<file path="src/rtl/mem_port_arbiter_pkg.sv">
// Shared types and constants for the instruction/data memory port arbiter.
//   state_e      : arbiter FSM states (idle, memory access in flight, response pulse)
//   owner_e      : which requester currently owns the memory port
//   MEM_ERR_DATA : read data returned when main memory never acknowledges
package mem_port_arbiter_pkg;

  typedef enum logic [1:0] {
    StIdle = 2'd0,
    StMem  = 2'd1,
    StResp = 2'd2
  } state_e;

  typedef enum logic {
    OWN_IC = 1'b0,
    OWN_DC = 1'b1
  } owner_e;

  localparam logic [31:0] MEM_ERR_DATA = 32'hDEADBEEF;

endpackage

</file>
<file path="src/rtl/mem_port_arbiter_if.sv">
// Bundle of all arbiter-facing signals: instruction-cache refill port, data-side port and the
// shared main-memory port.
//   slave  : view taken by the arbiter (consumes requests and memory responses)
//   master : view taken by the environment (requesters and main memory)
interface mem_port_arbiter_if #(
  parameter int unsigned ADDR_WIDTH = 32,
  parameter int unsigned DATA_WIDTH = 32
);
  // Instruction side
  logic                  ic_req_i;
  logic [ADDR_WIDTH-1:0] ic_addr_i;
  logic [DATA_WIDTH-1:0] ic_rdata_o;
  logic                  ic_done_o;
  // Data side
  logic                  dc_req_i;
  logic                  dc_we_i;
  logic [ADDR_WIDTH-1:0] dc_addr_i;
  logic [DATA_WIDTH-1:0] dc_wdata_i;
  logic [DATA_WIDTH-1:0] dc_rdata_o;
  logic                  dc_done_o;
  // Main memory
  logic                  mem_req_o;
  logic                  mem_we_o;
  logic [ADDR_WIDTH-1:0] mem_addr_o;
  logic [DATA_WIDTH-1:0] mem_wdata_o;
  logic [DATA_WIDTH-1:0] mem_rdata_i;
  logic                  mem_ack_i;
  // Status
  logic                  err_o;
  logic                  busy_o;

  modport slave (
    input  ic_req_i, ic_addr_i,
    output ic_rdata_o, ic_done_o,
    input  dc_req_i, dc_we_i, dc_addr_i, dc_wdata_i,
    output dc_rdata_o, dc_done_o,
    output mem_req_o, mem_we_o, mem_addr_o, mem_wdata_o,
    input  mem_rdata_i, mem_ack_i,
    output err_o, busy_o
  );

  modport master (
    output ic_req_i, ic_addr_i,
    input  ic_rdata_o, ic_done_o,
    output dc_req_i, dc_we_i, dc_addr_i, dc_wdata_i,
    input  dc_rdata_o, dc_done_o,
    input  mem_req_o, mem_we_o, mem_addr_o, mem_wdata_o,
    output mem_rdata_i, mem_ack_i,
    input  err_o, busy_o
  );

endinterface

</file>
<file path="src/rtl/mem_port_arbiter_rr_arb2.sv">
// Two-requester round-robin selector.
//   req_i : {dc, ic} request pair
//   ptr_i : side that wins when both request
//   gnt_o : one-hot grant {dc, ic}; zero when nobody requests
module rr_arb2
  import mem_port_arbiter_pkg::*;
(
  input  logic [1:0] req_i,
  input  owner_e     ptr_i,
  output logic [1:0] gnt_o
);

  always_comb begin
    gnt_o = 2'b00;
    unique case (req_i)
      2'b00: gnt_o = 2'b00;
      2'b01: gnt_o = 2'b01;
      2'b10: gnt_o = 2'b10;
      2'b11: gnt_o = (ptr_i == OWN_IC) ? 2'b01 : 2'b10;
    endcase
  end

endmodule

</file>
<file path="src/rtl/mem_port_arbiter.sv">
// Arbitrates a single main-memory port between an instruction-cache refill port and a data
// port. One transaction at a time: IDLE grants, MEM holds the memory request until ack (or
// timeout), RESP pulses the owner's done for one cycle.
//   clk   : rising-edge clock
//   rst_n : asynchronous active-low reset
//   bus   : slave view of mem_port_arbiter_if (requester ports, memory port, err/busy)
module mem_port_arbiter
  import mem_port_arbiter_pkg::*;
#(
  parameter int unsigned ADDR_WIDTH     = 32,
  parameter int unsigned DATA_WIDTH     = 32,
  parameter int unsigned TIMEOUT_CYCLES = 64
) (
  input logic               clk,
  input logic               rst_n,
  mem_port_arbiter_if.slave bus
);

  localparam int unsigned           CntWidth = $clog2(TIMEOUT_CYCLES + 1);
  // cnt_q holds the number of MEM cycles already elapsed, so the last allowed cycle is N-1.
  localparam logic [CntWidth-1:0]   CntLast  = CntWidth'(TIMEOUT_CYCLES - 1);
  localparam logic [DATA_WIDTH-1:0] ErrData  = DATA_WIDTH'(MEM_ERR_DATA);

  state_e                state_q;
  owner_e                owner_q;
  owner_e                ptr_q;
  logic [CntWidth-1:0]   cnt_q;
  logic                  mem_req_q;
  logic                  mem_we_q;
  logic [ADDR_WIDTH-1:0] mem_addr_q;
  logic [DATA_WIDTH-1:0] mem_wdata_q;
  logic [DATA_WIDTH-1:0] ic_rdata_q;
  logic [DATA_WIDTH-1:0] dc_rdata_q;
  logic                  ic_done_q;
  logic                  dc_done_q;
  logic                  err_q;

  logic [1:0]            req;
  logic [1:0]            gnt;
  logic                  finish;
  logic [DATA_WIDTH-1:0] rdata_next;

  assign req = {bus.dc_req_i, bus.ic_req_i};

  rr_arb2 u_rr_arb2 (
    .req_i (req),
    .ptr_i (ptr_q),
    .gnt_o (gnt)
  );

  // Ack wins over a timeout landing in the same cycle.
  assign finish     = bus.mem_ack_i || (cnt_q == CntLast);
  assign rdata_next = bus.mem_ack_i ? bus.mem_rdata_i : ErrData;

  always_ff @(posedge clk or negedge rst_n) begin
    if (!rst_n) begin
      state_q     <= StIdle;
      owner_q     <= OWN_IC;
      ptr_q       <= OWN_IC;
      cnt_q       <= '0;
      mem_req_q   <= 1'b0;
      mem_we_q    <= 1'b0;
      mem_addr_q  <= '0;
      mem_wdata_q <= '0;
      ic_rdata_q  <= '0;
      dc_rdata_q  <= '0;
      ic_done_q   <= 1'b0;
      dc_done_q   <= 1'b0;
      err_q       <= 1'b0;
    end else begin
      ic_done_q <= 1'b0;
      dc_done_q <= 1'b0;
      err_q     <= 1'b0;
      unique case (state_q)
        StIdle: begin
          if (|req) begin
            state_q   <= StMem;
            mem_req_q <= 1'b1;
            cnt_q     <= '0;
            // Pointer flips on every grant, contested or not.
            ptr_q     <= (ptr_q == OWN_IC) ? OWN_DC : OWN_IC;
            if (gnt[0]) begin
              owner_q     <= OWN_IC;
              mem_we_q    <= 1'b0;
              mem_addr_q  <= bus.ic_addr_i;
              mem_wdata_q <= '0;
            end else begin
              owner_q     <= OWN_DC;
              mem_we_q    <= bus.dc_we_i;
              mem_addr_q  <= bus.dc_addr_i;
              mem_wdata_q <= bus.dc_wdata_i;
            end
          end
        end
        StMem: begin
          if (finish) begin
            state_q   <= StResp;
            mem_req_q <= 1'b0;
            mem_we_q  <= 1'b0;
            err_q     <= !bus.mem_ack_i;
            if (owner_q == OWN_IC) begin
              ic_done_q  <= 1'b1;
              ic_rdata_q <= rdata_next;
            end else begin
              dc_done_q <= 1'b1;
              if (!mem_we_q) begin
                dc_rdata_q <= rdata_next;
              end
            end
          end else begin
            cnt_q <= cnt_q + CntWidth'(1);
          end
        end
        StResp: begin
          state_q <= StIdle;
        end
        default: begin
          state_q <= StIdle;
        end
      endcase
    end
  end

  assign bus.mem_req_o   = mem_req_q;
  assign bus.mem_we_o    = mem_we_q;
  assign bus.mem_addr_o  = mem_addr_q;
  assign bus.mem_wdata_o = mem_wdata_q;
  assign bus.ic_rdata_o  = ic_rdata_q;
  assign bus.dc_rdata_o  = dc_rdata_q;
  assign bus.ic_done_o   = ic_done_q;
  assign bus.dc_done_o   = dc_done_q;
  assign bus.err_o       = err_q;
  assign bus.busy_o      = (state_q != StIdle);

endmodule

</file>
<file path="src/flat_wrapper.sv">
// flat-port wrapper written by rule: the top's interface ports become plain ports
module mem_port_arbiter_flat import mem_port_arbiter_pkg::*;
#(
  parameter int unsigned ADDR_WIDTH     = 32,
  parameter int unsigned DATA_WIDTH     = 32,
  parameter int unsigned TIMEOUT_CYCLES = 64
)
  (clk, rst_n, bus_ic_req_i, bus_ic_addr_i, bus_ic_rdata_o, bus_ic_done_o, bus_dc_req_i, bus_dc_we_i, bus_dc_addr_i, bus_dc_wdata_i, bus_dc_rdata_o, bus_dc_done_o, bus_mem_req_o, bus_mem_we_o, bus_mem_addr_o, bus_mem_wdata_o, bus_mem_rdata_i, bus_mem_ack_i, bus_err_o, bus_busy_o);
  mem_port_arbiter_if #(.ADDR_WIDTH(ADDR_WIDTH), .DATA_WIDTH(DATA_WIDTH)) bus_i ();
  input logic clk;
  input logic rst_n;
  input wire logic [$bits(bus_i.ic_req_i)-1:0] bus_ic_req_i;
  input wire logic [$bits(bus_i.ic_addr_i)-1:0] bus_ic_addr_i;
  output wire logic [$bits(bus_i.ic_rdata_o)-1:0] bus_ic_rdata_o;
  output wire logic [$bits(bus_i.ic_done_o)-1:0] bus_ic_done_o;
  input wire logic [$bits(bus_i.dc_req_i)-1:0] bus_dc_req_i;
  input wire logic [$bits(bus_i.dc_we_i)-1:0] bus_dc_we_i;
  input wire logic [$bits(bus_i.dc_addr_i)-1:0] bus_dc_addr_i;
  input wire logic [$bits(bus_i.dc_wdata_i)-1:0] bus_dc_wdata_i;
  output wire logic [$bits(bus_i.dc_rdata_o)-1:0] bus_dc_rdata_o;
  output wire logic [$bits(bus_i.dc_done_o)-1:0] bus_dc_done_o;
  output wire logic [$bits(bus_i.mem_req_o)-1:0] bus_mem_req_o;
  output wire logic [$bits(bus_i.mem_we_o)-1:0] bus_mem_we_o;
  output wire logic [$bits(bus_i.mem_addr_o)-1:0] bus_mem_addr_o;
  output wire logic [$bits(bus_i.mem_wdata_o)-1:0] bus_mem_wdata_o;
  input wire logic [$bits(bus_i.mem_rdata_i)-1:0] bus_mem_rdata_i;
  input wire logic [$bits(bus_i.mem_ack_i)-1:0] bus_mem_ack_i;
  output wire logic [$bits(bus_i.err_o)-1:0] bus_err_o;
  output wire logic [$bits(bus_i.busy_o)-1:0] bus_busy_o;
  assign bus_i.ic_req_i = bus_ic_req_i;
  assign bus_i.ic_addr_i = bus_ic_addr_i;
  assign bus_ic_rdata_o = bus_i.ic_rdata_o;
  assign bus_ic_done_o = bus_i.ic_done_o;
  assign bus_i.dc_req_i = bus_dc_req_i;
  assign bus_i.dc_we_i = bus_dc_we_i;
  assign bus_i.dc_addr_i = bus_dc_addr_i;
  assign bus_i.dc_wdata_i = bus_dc_wdata_i;
  assign bus_dc_rdata_o = bus_i.dc_rdata_o;
  assign bus_dc_done_o = bus_i.dc_done_o;
  assign bus_mem_req_o = bus_i.mem_req_o;
  assign bus_mem_we_o = bus_i.mem_we_o;
  assign bus_mem_addr_o = bus_i.mem_addr_o;
  assign bus_mem_wdata_o = bus_i.mem_wdata_o;
  assign bus_i.mem_rdata_i = bus_mem_rdata_i;
  assign bus_i.mem_ack_i = bus_mem_ack_i;
  assign bus_err_o = bus_i.err_o;
  assign bus_busy_o = bus_i.busy_o;
  mem_port_arbiter #(.ADDR_WIDTH(ADDR_WIDTH), .DATA_WIDTH(DATA_WIDTH), .TIMEOUT_CYCLES(TIMEOUT_CYCLES)) u_core (.clk(clk), .rst_n(rst_n), .bus(bus_i));
endmodule
</file>
<file path="config.mk">
export PLATFORM = sky130hd
export DESIGN_NAME = mem_port_arbiter_flat
export DESIGN_NICKNAME = d
export VERILOG_FILES = /design/src/rtl/mem_port_arbiter_pkg.sv /design/src/rtl/mem_port_arbiter_if.sv /design/src/rtl/mem_port_arbiter_rr_arb2.sv /design/src/rtl/mem_port_arbiter.sv /design/src/flat_wrapper.sv
export SDC_FILE = /design/constraint.sdc
export NUM_CORES = 1
export LEC_CHECK = 0
export ABC_AREA = 0
export CAP_MARGIN = 0
export CORE_ASPECT_RATIO = 1.25
export CORE_MARGIN = 1.5
export CORE_UTILIZATION = 28
export DETAILED_ROUTE_END_ITERATION = 10
export GPL_TIMING_DRIVEN = 0
export PLACE_DENSITY = 0.66
export SLEW_MARGIN = 20
export SYNTH_ARGS = -nofsm -noshare
export SYNTH_HDL_FRONTEND = slang
export SYNTH_SLANG_ARGS = --single-unit
</file>
<file path="constraint.sdc">
create_clock -name clk -period 2.4 [get_ports clk]
set_input_delay 0.48 -clock clk [delete_from_list [all_inputs] [get_ports clk]]
set_output_delay 0.48 -clock clk [all_outputs]
set_load 0.1 [all_outputs]
</file>
==> results of run 1 <==
-- flip-flops by register name, indices dropped and copies added, names as in the netlist, 2 cells and up --
| register | count |
|---|---|
| u_core.bus.dc_rdata_o | 32 |
| u_core.bus.ic_rdata_o | 32 |
| u_core.bus.mem_addr_o | 32 |
| u_core.bus.mem_wdata_o | 32 |
| u_core.cnt_q | 7 |
| u_core.state_q | 2 |
-- placed cells by master (no fill, tap or decap), drive strengths merged, types with 5 or more instances in the layout --
master / instances
dlymetal6s2s: 17
clkbuf: 35
o22a: 48
inv: 14
o21ai: 40
dlygate4sd2: 114
dfrtp: 144
clkdlybuf4s50: 133
mux2i: 32
nor3: 5
nand2: 36
a22o: 48
a21oi: 5
buf: 14
-- stage by stage --
step / worst slack (ps) / hold slack [ps]
2_1_floorplan: 515 / 184
3_3_place_gp: -5210 / 460
3_5_place_dp: -580 / 469
4_1_cts: 0.264 / 39.2
5_1_grt: 15.8 / 59.2
6_report: 62.9 / 28.6
-- per-layer routing --
metal  vias to the layer above  routed length (µm)
met4                         0                 255
li1                       2157                   -
met5                         -                   0
met3                        16                1500
met1                      2205                6890
met2                       199                8210
-- cell type report --
class | instances | area share [%]
plain buffers | 29 | 1.74
clock buffers | 17 | 4.65
clock inverters | 15 | 1.66
inverters | 8 | 0.465
multi-input cells | 245 | 20.0
flip-flops and latches | 144 | 39.4
well taps | 265 | 3.63
repair buffers | 268 | 28.4
-- path summary, 6_finish.rpt --
| path | startpoint | to | slack [ps] | cells past startpoint |
|---|---|---|---|---|
| worst max-delay path | u_core.bus.ic_done_o$_DFF_PN0_ | bus_ic_done_o | 60 | 1 |
| worst min-delay path | rst_n | u_core.bus.dc_rdata_o[17]$_DFFE_PN0P_ | 30 | 1 |
| worst max register to register | u_core.cnt_q[0]$_DFFE_PN0P_ | u_core.bus.ic_rdata_o[0]$_DFFE_PN0P_ | 420 | 8 |
| worst min register to register | u_core.bus.mem_addr_o[27]$_DFFE_PN0P_ | u_core.bus.mem_addr_o[27]$_DFFE_PN0P_ | 470 | 2 |
| max in group asynchronous | rst_n | u_core.bus.mem_wdata_o[29]$_DFFE_PN0P_ | 1600 | 2 |
| min in group clk | u_core.bus.mem_addr_o[27]$_DFFE_PN0P_ | u_core.bus.mem_addr_o[27]$_DFFE_PN0P_ | 470 | 2 |
-- repair_timing --
action | in CTS | in global routing
cloned | 0 | 0
setup endpoints to repair | 135 | 25
gates resized for setup | 117 | 21
buffers inserted | 0 | 0
-- kinds of logic (layout without fill, tap and decap cells) --
kind of cell               count (synthesis)  after routing
AOI/OAI and AO/OA                        151            151
xor gates and xnor gates                   1              1
adders and majority gates                  1              1
buffers and inverters                     37            337
DFF                                      144            144
muxes                                     32             32
and+or+nand+nor                           60             60
==> run_results.csv, run 1 <==
group,metric,value,unit
cts,clock_latency,420,ps
global_route,grt_overflow,0,
timing,fmax,428,MHz
synth,yosys.cell_count.top_type,"dfrtp_1",
critical_path,path_buf_inv,1,
layout,stdcell_count,991,
detailed_routing,drc,0,
layout,antenna_cells,0,
critical_path,cp-start-kind,"flop",
min_path,hp-class,"primary input to async pin",
critical_path,worstPathCellList,"clkdlybuf4s50_1",
cts,clockRootBuffer,"clkbuf_16",
detailed_routing,vias,4577,
synth,synth-edff-count,0,
critical_path,cp_slowest_cell,"clkdlybuf4s50_1",
place,io_buffers,267,
timing,finClkSkew,11.8,ps
cts,clkSlewWorstSetupHoldPaths,60,ps
layout,final_area,9150,µm²
global_route,grt_pass1_vias,4890,
global_route,grt_max_degree,76,
synth,avgSynthCellArea,13.2,µm²
floorplanning,initial_utilization,28.8,%
floorplanning,core,19500,µm²
global_route,top_usage_layer,"met2",
synth,synth_top_area_share,64.0,%
cts,cts_buffers,17,
synth,muxShareOfSynthArea,5.69,%
floorplanning,fp.dieArea,21000,µm²
critical_path,worstPathRequired,1920,ps
place,place_inst,959,
timing,relSlewSlack,31.9,%
synth,postSynthCellCount,426,
layout,syn_to_final_growth,62.5,%
timing,final.period_utilization,97.4,%
layout,drive_above_1_share,10.5,%
global_route,grt.met3_usage,6.66,%
timing,hold_viol,0,
cts,cts_sinks,144,
cts,cts_hold_buffers,0,
layout,multi_input_area,1830,µm²
synth,synth_compound_area_share,21.0,%
critical_path,crit_arrival,1860,ps
critical_path,path_max_fanout,1,
job,maxCapViolations,0,
global_route,met2_usage,27.8,%
run_status,run_status,"complete, no violations",
detailed_routing,drtIter0Drc,128,
global_route,grt_pass1_wl,26.6,mm
layout,register_area,3600,µm²
timing,maxSlewViolCount,0,
synth,syn_nets,561,
detailed_routing,dr.pass1.iters,4,
critical_path,endpoint_kind,"primary output",
synth,ys_dominant_reg_cell,"dfrtp_1",
synth,postSynth.asyncResetShare,100,%
timing,setup_violations,0,
synth,ys_seq_area_share,64.0,%
place,hpwl,12.4,mm
global_route,grt_util_all_layers,16.6,%
layout,nFillCells,1902,
critical_path,max_stage_delay,1120,ps
timing,tns,0,ps
layout,utilization,46.8,%
floorplanning,rows,57,
synth,synth_commonest_cells,"dfrtp_1, a22o_1, o21ai_0, o22a_1, nand2_1",
floorplanning,die_h,161,µm
detailed_routing,via_per_inst,4.62,
critical_path,critical-path-top-delay-family,"buffers and inverters",
detailed_routing,final_antenna_net_count,0,
global_route,grt_use_met1,19.5,%
synth,synth-xor-area-share,0.156,%
floorplanning,die_w,130,µm
synth,yosys.area_share.simple,5.31,%
synth,yosysWarnings,0,
synth,synth_fa_ha_area_share,0.222,%
synth,netlist_area,5630,µm²
layout,layout.nets,848,
detailed_routing,wl,16.9,mm
cts,cts_tree,"yes",
synth,ys_types,41,
critical_path,critPathKind,"flop to primary output",
cts,cts_buffer_depth,2,
synth,ys_seq_elements,144,
floorplanning,ioPinCount,268,
synth,synth_top_area_cell,"dfrtp_1",
cts,htree_levels,4,
detailed_routing,wl_per_cell,17.0,µm
place,gp_congestion,0.769,
synth,synth_top_family_by_area,"compound AO/OA/AOI/OAI gates",
timing,period_minus_slack,2340,ps
global_route,antenna_found_initial,0,
timing,tightest_slew,1020,ps
timing,grt_setup_unrepaired,"false",
place,dpl-instance-area,8660,µm²
synth,synth_area_leaders,"dfrtp_1, a22o_1, o22a_1",
Power of run 1 is left out: the tool's default activity adds up to more than one toggle a clock period on the data nets, which glitch-free logic cannot reach.
==> run 2: changes to the inputs <==
--- a/config.mk
+++ b/config.mk
@@ -6,13 +6,13 @@
 export NUM_CORES = 1
 export LEC_CHECK = 0
 export ABC_AREA = 0
+export ABC_CLOCK_PERIOD_IN_PS = 2400
 export CAP_MARGIN = 0
 export CORE_ASPECT_RATIO = 1.25
 export CORE_MARGIN = 1.5
-export CORE_UTILIZATION = 28
+export CORE_UTILIZATION = 39
 export DETAILED_ROUTE_END_ITERATION = 10
-export GPL_TIMING_DRIVEN = 0
-export PLACE_DENSITY = 0.66
+export PLACE_DENSITY = 0.84
 export SLEW_MARGIN = 20
 export SYNTH_ARGS = -nofsm -noshare
 export SYNTH_HDL_FRONTEND = slang
==> run_results.csv, run 2 (same netlist as run 1, synthesis figures left out) <==
group,metric,value,unit
run_status,run_status,"complete, no violations",
layout,drive_above_1_share,29.5,%
cts,clockRootBuffer,"clkbuf_16",
place,gp_congestion,0.804,
timing,grt_setup_unrepaired,"false",
floorplanning,fp.dieArea,15200,µm²
detailed_routing,final_antenna_net_count,0,
timing,period_minus_slack,2030,ps
detailed_routing,drc,0,
cts,cts_tree,"yes",
critical_path,rrSetupSlack,520,ps
timing,final.period_utilization,84.4,%
critical_path,worstPathCellList,"nor2_1 -> inv_1 -> buf_4",
cts,clock_latency,410,ps
cts,cts_setup_buffers,0,
critical_path,r2r_end,"u_core.bus.dc_rdata_o[22]$_DFFE_PN0P_",
critical_path,crit_arrival,1550,ps
critical_path,crit-reg2reg-launch,"u_core.cnt_q[0]$_DFFE_PN0P_",
place,io_buffers,267,
layout,syn_to_final_growth,56.3,%
global_route,grt_max_degree,57,
job,maxCapViolations,0,
cts,htree_levels,4,
timing,tns,0,ps
critical_path,worstPathRequired,1920,ps
layout,layout.nets,831,
cts,cts_resized,0,
cts,cts_buffers,17,
detailed_routing,vias,4618,
cts,cts_buffer_depth,2,
detailed_routing,wl_per_cell,17.9,µm
critical_path,cp-start-kind,"flop",
place,hpwl,11.7,mm
critical_path,critPathKind,"flop to primary output",
global_route,antenna_found_initial,0,
floorplanning,rows,48,
timing,tightest_slew,578,ps
critical_path,cp_slowest_cell,"dfrtp_1",
floorplanning,ioPinCount,268,
critical_path,rr_worst_depth,5,
min_path,hp-class,"primary input to async pin",
critical_path,max_stage_delay,390,ps
layout,antenna_cells,0,
global_route,grt_pass1_vias,4699,
timing,setup_violations,0,
layout,nFillCells,1045,
detailed_routing,wl,15.8,mm
timing,fmax,494,MHz
global_route,grt_pass1_wl,24.8,mm
layout,multi_input_area,1850,µm²
timing,maxSlewViolCount,0,
global_route,grt_overflow,0,
cts,cts_sinks,144,
layout,register_area,3600,µm²
detailed_routing,via_per_inst,5.22,
cts,cts_hold_buffers,0,
floorplanning,core,13900,µm²
layout,mostFrequentLayoutCells,"buf_4, dfrtp_1, clkdlybuf4s50_1, a22o_1, o21ai_0",
cts,clkSlewWorstSetupHoldPaths,60,ps
floorplanning,initial_utilization,40.4,%
critical_path,endpoint_kind,"primary output",
detailed_routing,drtIter0Drc,298,
floorplanning,die_h,137,µm
global_route,grt_util_all_layers,20.8,%
detailed_routing,dr.pass1.iters,4,
timing,hold_viol,0,
floorplanning,die_w,110,µm
critical_path,path_max_fanout,4,
timing,relSlewSlack,61.3,%
timing,finClkSkew,7.69,ps
run 2: changes by cell type in the layout (fill, tap and decap cells not counted), moves of 2 or more:
cell	change
inv_6	-3
buf_4	+143
clkbuf_1	-16
dlygate4sd2_1	-114
buf_8	-2
clkbuf_2	-2
clkinv_4	+3
dlymetal6s2s_1	-17
clkbuf_8	+2
buf_12	+2
clkinvlp_4	-2
buf_2	-8
run 2: layout make-up:
| type | count | area share [%] |
|---|---|---|
| tap | 175 | 2.49 |
| inverter | 8 | 0.484 |
| sequential | 144 | 41.0 |
| timing repair buffer | 280 | 28.1 |
| clock buffer | 19 | 5.15 |
| multi-input combinational | 245 | 21.0 |
| clock inverter | 13 | 1.76 |
run 2: worst max path at each step:
stage	slack (ps)	end	startpoint
3_5_place_dp	150	u_core.bus.dc_rdata_o[22]$_DFFE_PN0P_	bus_mem_ack_i
4_1_cts	380	bus_busy_o	u_core.state_q[0]$_DFFE_PN0P_
5_1_grt	310	bus_busy_o	u_core.state_q[1]$_DFFE_PN0P_
3_3_place_gp	220	u_core.bus.dc_rdata_o[27]$_DFFE_PN0P_	bus_mem_ack_i
6_report	370	bus_busy_o	u_core.state_q[1]$_DFFE_PN0P_
2_1_floorplan	510	u_core.bus.dc_rdata_o[10]$_DFFE_PN0P_	u_core.bus.mem_we_o$_DFFE_PN0P_
run 2: metrics by stage:
stage	setup WS [ps]	hold WS [ps]	area (µm²)	std cells	utilization [%]
6_report	374	24.2	8790	884	63.1
3_5_place_dp	152	473	8190	852	58.8
3_3_place_gp	216	465	8190	852	58.8
2_1_floorplan	515	184	5630	426	-
4_1_cts	383	36.8	8790	884	63.1
5_1_grt	313	68.0	8790	884	63.1
run 2: worst max-delay path, delay by kind of cell, from the launching register on:
| kind | cells | cell delay [ps] |
|---|---|---|
| DFF | 1 | 390 |
| buffers and inverters | 2 | 390 |
| and+or+nand+nor | 1 | 350 |
run 2: metal layers:
metal | track usage (%) | routed length [µm] | vias to the layer above | part of all wire (%)
met3 | 5.94 | 1130 | 21 | 7.1
li1 | - | - | 2123 | -
met4 | 6.77 | 242 | 0 | 1.5
met2 | 37.3 | 8200 | 208 | 52
met1 | 24.0 | 6270 | 2266 | 40
met5 | 0 | 0 | - | 0
Power of run 2 is left out for the same reason.
==> run 3: changes to the inputs <==
--- a/config.mk
+++ b/config.mk
@@ -6,7 +6,7 @@
 export NUM_CORES = 1
 export LEC_CHECK = 0
 export ABC_AREA = 0
-export ABC_CLOCK_PERIOD_IN_PS = 2400
+export ABC_CLOCK_PERIOD_IN_PS = 1950
 export CAP_MARGIN = 0
 export CORE_ASPECT_RATIO = 1.25
 export CORE_MARGIN = 1.5
==> constraint.sdc (replaced) <==
create_clock -name clk -period 1.95 [get_ports clk]
set_input_delay 0.39 -clock clk [delete_from_list [all_inputs] [get_ports clk]]
set_output_delay 0.39 -clock clk [all_outputs]
set_load 0.1 [all_outputs]
==> run_results.csv, run 3 (same netlist as run 1, synthesis figures left out) <==
group,metric,value,unit
floorplanning,ioPinCount,268,
detailed_routing,wl,16.2,mm
detailed_routing,final_antenna_net_count,0,
layout,antenna_cells,0,
layout,mostFrequentLayoutCells,"dfrtp_1, buf_4, clkdlybuf4s50_1, a22o_1, o21ai_0",
timing,hold_viol,0,
timing,tightest_slew,420,ps
global_route,grt_max_degree,67,
layout,multi_input_area,1850,µm²
timing,fmax,550,MHz
global_route,grt_util_all_layers,21.3,%
place,hpwl,12.0,mm
timing,period_minus_slack,1820,ps
detailed_routing,dr.pass1.iters,4,
layout,drive_above_1_share,30.4,%
cts,cts_tree,"yes",
cts,clkSlewWorstSetupHoldPaths,60,ps
place,dpl-instance-area,8400,µm²
cts,cts_buffers,17,
layout,nFillCells,1032,
global_route,grt_overflow,0,
detailed_routing,drtIter0Drc,373,
job,maxCapViolations,0,
critical_path,worstPathRequired,2240,ps
timing,relSlewSlack,72.0,%
timing,finClkSkew,9.82,ps
critical_path,cp-start-kind,"flop",
global_route,grt_pass1_vias,4932,
min_path,hp-class,"primary input to async pin",
timing,maxSlewViolCount,0,
detailed_routing,via_per_inst,5.27,
layout,syn_to_final_growth,59.5,%
critical_path,crit_arrival,2110,ps
place,gp_congestion,0.844,
timing,grt_setup_unrepaired,"false",
layout,layout_commonest_cell,"dfrtp_1",
global_route,grt_pass1_wl,25.4,mm
detailed_routing,drc,0,
layout,register_area,3600,µm²
timing,final.period_utilization,93.2,%
floorplanning,die_w,110,µm
detailed_routing,wl_per_cell,18.1,µm
floorplanning,initial_utilization,40.4,%
cts,clock_latency,410,ps
floorplanning,fp.dieArea,15200,µm²
floorplanning,die_h,137,µm
run_status,run_status,"complete, no violations",
global_route,antenna_found_initial,0,
timing,whs,478,ps
cts,clockRootBuffer,"clkbuf_16",
critical_path,path_max_fanout,8,
floorplanning,rows,48,
detailed_routing,vias,4706,
cts,cts_sinks,144,
critical_path,critPathKind,"flop to flop",
floorplanning,core,13900,µm²
place,io_buffers,267,
layout,layout.nets,842,
critical_path,endpoint_kind,"flop",
cts,htree_levels,4,
cts,cts_buffer_depth,2,
timing,setup_violations,0,
layout,final_area,8980,µm²
cts,cts_setup_buffers,0,
[run 3: cell types whose count changed in the layout (fill, tap and decap cells not counted), sizes merged]
cell         change
clkinvlp         +3
buf             +10
clkinv           -3
dlygate4sd3      +1
clkbuf           -2
[run 3: final cells by class]
| class | instances | share of cell area [%] |
|---|---|---|
| clock buffer | 17 | 4.74 |
| clock inverter | 13 | 1.55 |
| inverter | 8 | 0.474 |
| multi-input combinational | 245 | 20.6 |
| sequential | 144 | 40.1 |
| tap | 175 | 2.44 |
| timing repair buffer | 291 | 30.0 |
[run 3: per-stage QoR]
step	instances	setup TNS, ps	utilization [%]	setup slack, ps
2_1_floorplan	426	0	-	64.7
3_3_place_gp	862	0	60.3	35.4
3_5_place_dp	862	-61.2	60.3	-21.1
4_1_cts	893	0	64.4	119
5_1_grt	893	0	64.4	20.0
6_report	893	0	64.4	132
[run 3: critical path, stage by stage (launching register included)]
cell,delay [ps]
dfrtp_1,380
ha_1,250
nand4b_4,140
o21a_4,220
or3_1,480
a22o_1,230
[run 3: worst paths after layout]
| kind | startpoint | end | slack (ps) | depth (start not counted) |
|---|---|---|---|---|
| worst max-delay path | u_core.cnt_q[1]$_DFFE_PN0P_ | u_core.bus.dc_rdata_o[20]$_DFFE_PN0P_ | 130 | 5 |
| max in group asynchronous | rst_n | u_core.bus.mem_addr_o[9]$_DFFE_PN0P_ | 910 | 3 |
| worst min-delay path | rst_n | u_core.bus.ic_rdata_o[17]$_DFFE_PN0P_ | 480 | 2 |
| worst max register to register | u_core.cnt_q[1]$_DFFE_PN0P_ | u_core.bus.dc_rdata_o[20]$_DFFE_PN0P_ | 130 | 5 |
| min in group clk | u_core.bus.mem_addr_o[2]$_DFFE_PN0P_ | u_core.bus.mem_addr_o[2]$_DFFE_PN0P_ | 480 | 2 |
| worst min register to register | u_core.bus.mem_addr_o[2]$_DFFE_PN0P_ | u_core.bus.mem_addr_o[2]$_DFFE_PN0P_ | 480 | 2 |
[run 3: repair_timing]
action                     in CTS  in global routing
hold endpoints to repair       39                  0
setup endpoints to repair       1                  0
resized for setup               1                  0
hold buffers                    1                  0
[run 3: routing by layer]
metal / track usage (%) / share of wire, %
met5: 0 / 0
met1: 24.8 / 39
met3: 6.51 / 7.5
met2: 37.1 / 51
met4: 8.12 / 2.2
Power of run 3 is left out for the same reason.
==> variant: new RTL, settings of run 1 <==
`ADDR_WIDTH` is set to 32 in 3 places; all go to 48.
--- a/src/rtl/mem_port_arbiter_if.sv
+++ b/src/rtl/mem_port_arbiter_if.sv
@@ -3,7 +3,7 @@
 //   slave  : view taken by the arbiter (consumes requests and memory responses)
 //   master : view taken by the environment (requesters and main memory)
 interface mem_port_arbiter_if #(
-  parameter int unsigned ADDR_WIDTH = 32,
+  parameter int unsigned ADDR_WIDTH = 48,
   parameter int unsigned DATA_WIDTH = 32
 );
   // Instruction side
--- a/src/rtl/mem_port_arbiter.sv
+++ b/src/rtl/mem_port_arbiter.sv
@@ -7,7 +7,7 @@
 module mem_port_arbiter
   import mem_port_arbiter_pkg::*;
 #(
-  parameter int unsigned ADDR_WIDTH     = 32,
+  parameter int unsigned ADDR_WIDTH     = 48,
   parameter int unsigned DATA_WIDTH     = 32,
   parameter int unsigned TIMEOUT_CYCLES = 64
 ) (
--- a/src/flat_wrapper.sv
+++ b/src/flat_wrapper.sv
@@ -1,7 +1,7 @@
 // flat-port wrapper written by rule: the top's interface ports become plain ports
 module mem_port_arbiter_flat import mem_port_arbiter_pkg::*;
 #(
-  parameter int unsigned ADDR_WIDTH     = 32,
+  parameter int unsigned ADDR_WIDTH     = 48,
   parameter int unsigned DATA_WIDTH     = 32,
   parameter int unsigned TIMEOUT_CYCLES = 64
 )
Ports: changed (resized bus_dc_addr_i, bus_ic_addr_i and bus_mem_addr_o); port bits go from 268 to 316. No check against the original RTL was run, so the function may have changed too.
==> variant against run 1 <==
Design area grew 14%; utilization decreased by 0.089 points; area after synthesis grew 13%; worst setup slack got worse by 0.024 ns; routed wire length grew 17%; register-to-register slack worse by 0.11 ns; sequential cell count grew 16; global-route usage rose by 0.28 points.
Power is not shown: default switching activity piles up to over one toggle a cycle in this logic, so the estimate is an artifact.
==> variant: results (changes against run 1) <==
Place
  • # port buffers: 315 (+18%)
  • RD Place Congestion: 0.7475 (-2.7%)
  • Placed instance count: 1095 (+14%)
  • DP Wirelength: 14830 um (+19%)
  • Placement Cell Area: 9901 um^2 (+14%)

Layout
  • Layout cells sized above 1: 9.490% (-0.98 points)
  • Layout fillers: 2094 (+10%)
  • Final net count: 998 (+18%)
  • Max reg flops: 48

Worst setup path
  • R2R Setup Slk: 0.31 ns (-0.11 ns)
  • Worst flop-to-flop path startpoint: u_core.state_q[1]
  • Setup crit start: u_core.bus.dc_done_o
  • Crit-path max FO: 1 (unchanged)
  • Delay of the slowest cell on the worst path: 1.15 ns (+0.03 ns)
  • R2r worst-path depth: 6 (-2)
  • Capture point of the worst reg-to-reg path: u_core.bus.mem_wdata_o[28]
  • Slowest-stage cell, CP: clkdlybuf4s50_1
  • Worst setup path end: bus_dc_done_o

Route
  • Detailed Routing Iterations Pass 1: 7 (+3)
  • Vias: 5235 (+14%)
  • Drt wl/cell: 17.50 um (+2.8%)
  • Via-per-instance ratio: 4.645 (+0.57%)
  • Starting DRT DRC Count: 147 (+15%)

Logic synthesis
  • Register area share after synthesis: 62.94% (-1.1 points)
  • Count of different cell masters after synthesis: 42 (+2.4%)
  • Post-synth top cells: dfrtp_1, o21ai_0, nand2_1
  • Mapped Cells: 496 (+16%)
  • Syn Nets: 663 (+18%)
  • Synth area leaders: dfrtp_1, mux2i_1, a22o_1

Outcome
  • Status: finished clean

GRT
  • Vias in the first global route: 5405 (+11%)
  • First-pass GRT wire length: 30240 um (+14%)
  • Largest net degree at the start of global routing: 82 (+7.9%)
  • Overall global routing resource usage: 16.90% (+0.28 points)

Timing
  • Setup Viol. Count Final: 0 (unchanged)
  • Worst hold margin: 0.03067 ns (+0.002063 ns)
  • Final clock skew: 0.01449 ns (+0.002646 ns)
  • Max transition margin: 30.40% (-1.5 points)

Clock tree
  • Clk buf depth: 2 (unchanged)
  • Clock Tree Root: clkbuf_16
[variant: cell types whose count changed in the layout (fill, tap and decap cells not counted), sizes merged, moves of 13 or more]
cell           delta
clkdlybuf4s50    +32
dfrtp            +16
o21ai            +16
dlygate4sd2      +13
mux2i            +16
nand2            +16
[variant: routing by layer]
| layer | GRT usage, % | vias to the layer above | routed length, um |
|---|---|---|---|
| met5 | 0 | - | 0 |
| met4 | 4.076 | 0 | 160 |
| met3 | 5.924 | 10 | 1716 |
| met2 | 29.37 | 222 | 9836 |
| met1 | 19.86 | 2513 | 8004 |
| li1 | - | 2490 | - |
[variant: kinds of logic (layout without fill, tap and decap cells)]
kind of cell,Yosys count,count (layout),share of synthesized area [%]
AND/OR/NAND/NOR,76,76,5.645
other,0,1,0
XOR/XNOR,1,1,0.1377
multiplexers,48,48,7.553
buffers and inverters,43,390,3.678
adder cells (fa/ha/maj),1,1,0.1967
AO/OA/AOI/OAI,167,167,19.85
flip-flops,160,160,62.94
[variant: what timing repair did]
item / in CTS / in global routing
setup buffers: 0 / 0
hold buffers: 0 / 0
endpoints found under the setup margin: 128 / 22
resized for setup: 128 / 23
[variant: final cells by class]
type	count	area, um^2	share of cell area, %
Tap cell	283	354.1	3.401
Inverter	8	42.54	0.4087
Sequential cell	160	4004	38.46
Clock inverter	13	173.9	1.671
Timing Repair Buffer	316	3074	29.53
Clock buffer	18	439.2	4.219
Buffer	35	191.4	1.839
Multi-Input combinational cell	293	2128	20.44
Antenna cell	1	2.502	0.02404
[variant: through the flow]
step	setup slack, ns	setup TNS, ns	utilization (%)
after floorplan	0.5147	0	-
after global placement	-5.903	-946.27	44.28
after detailed placement	-0.1367	-5.812	44.43
after CTS	-0.008626	-0.008626	46.46
after global routing	0.0002831	0	46.70
final	0.03935	0	46.71
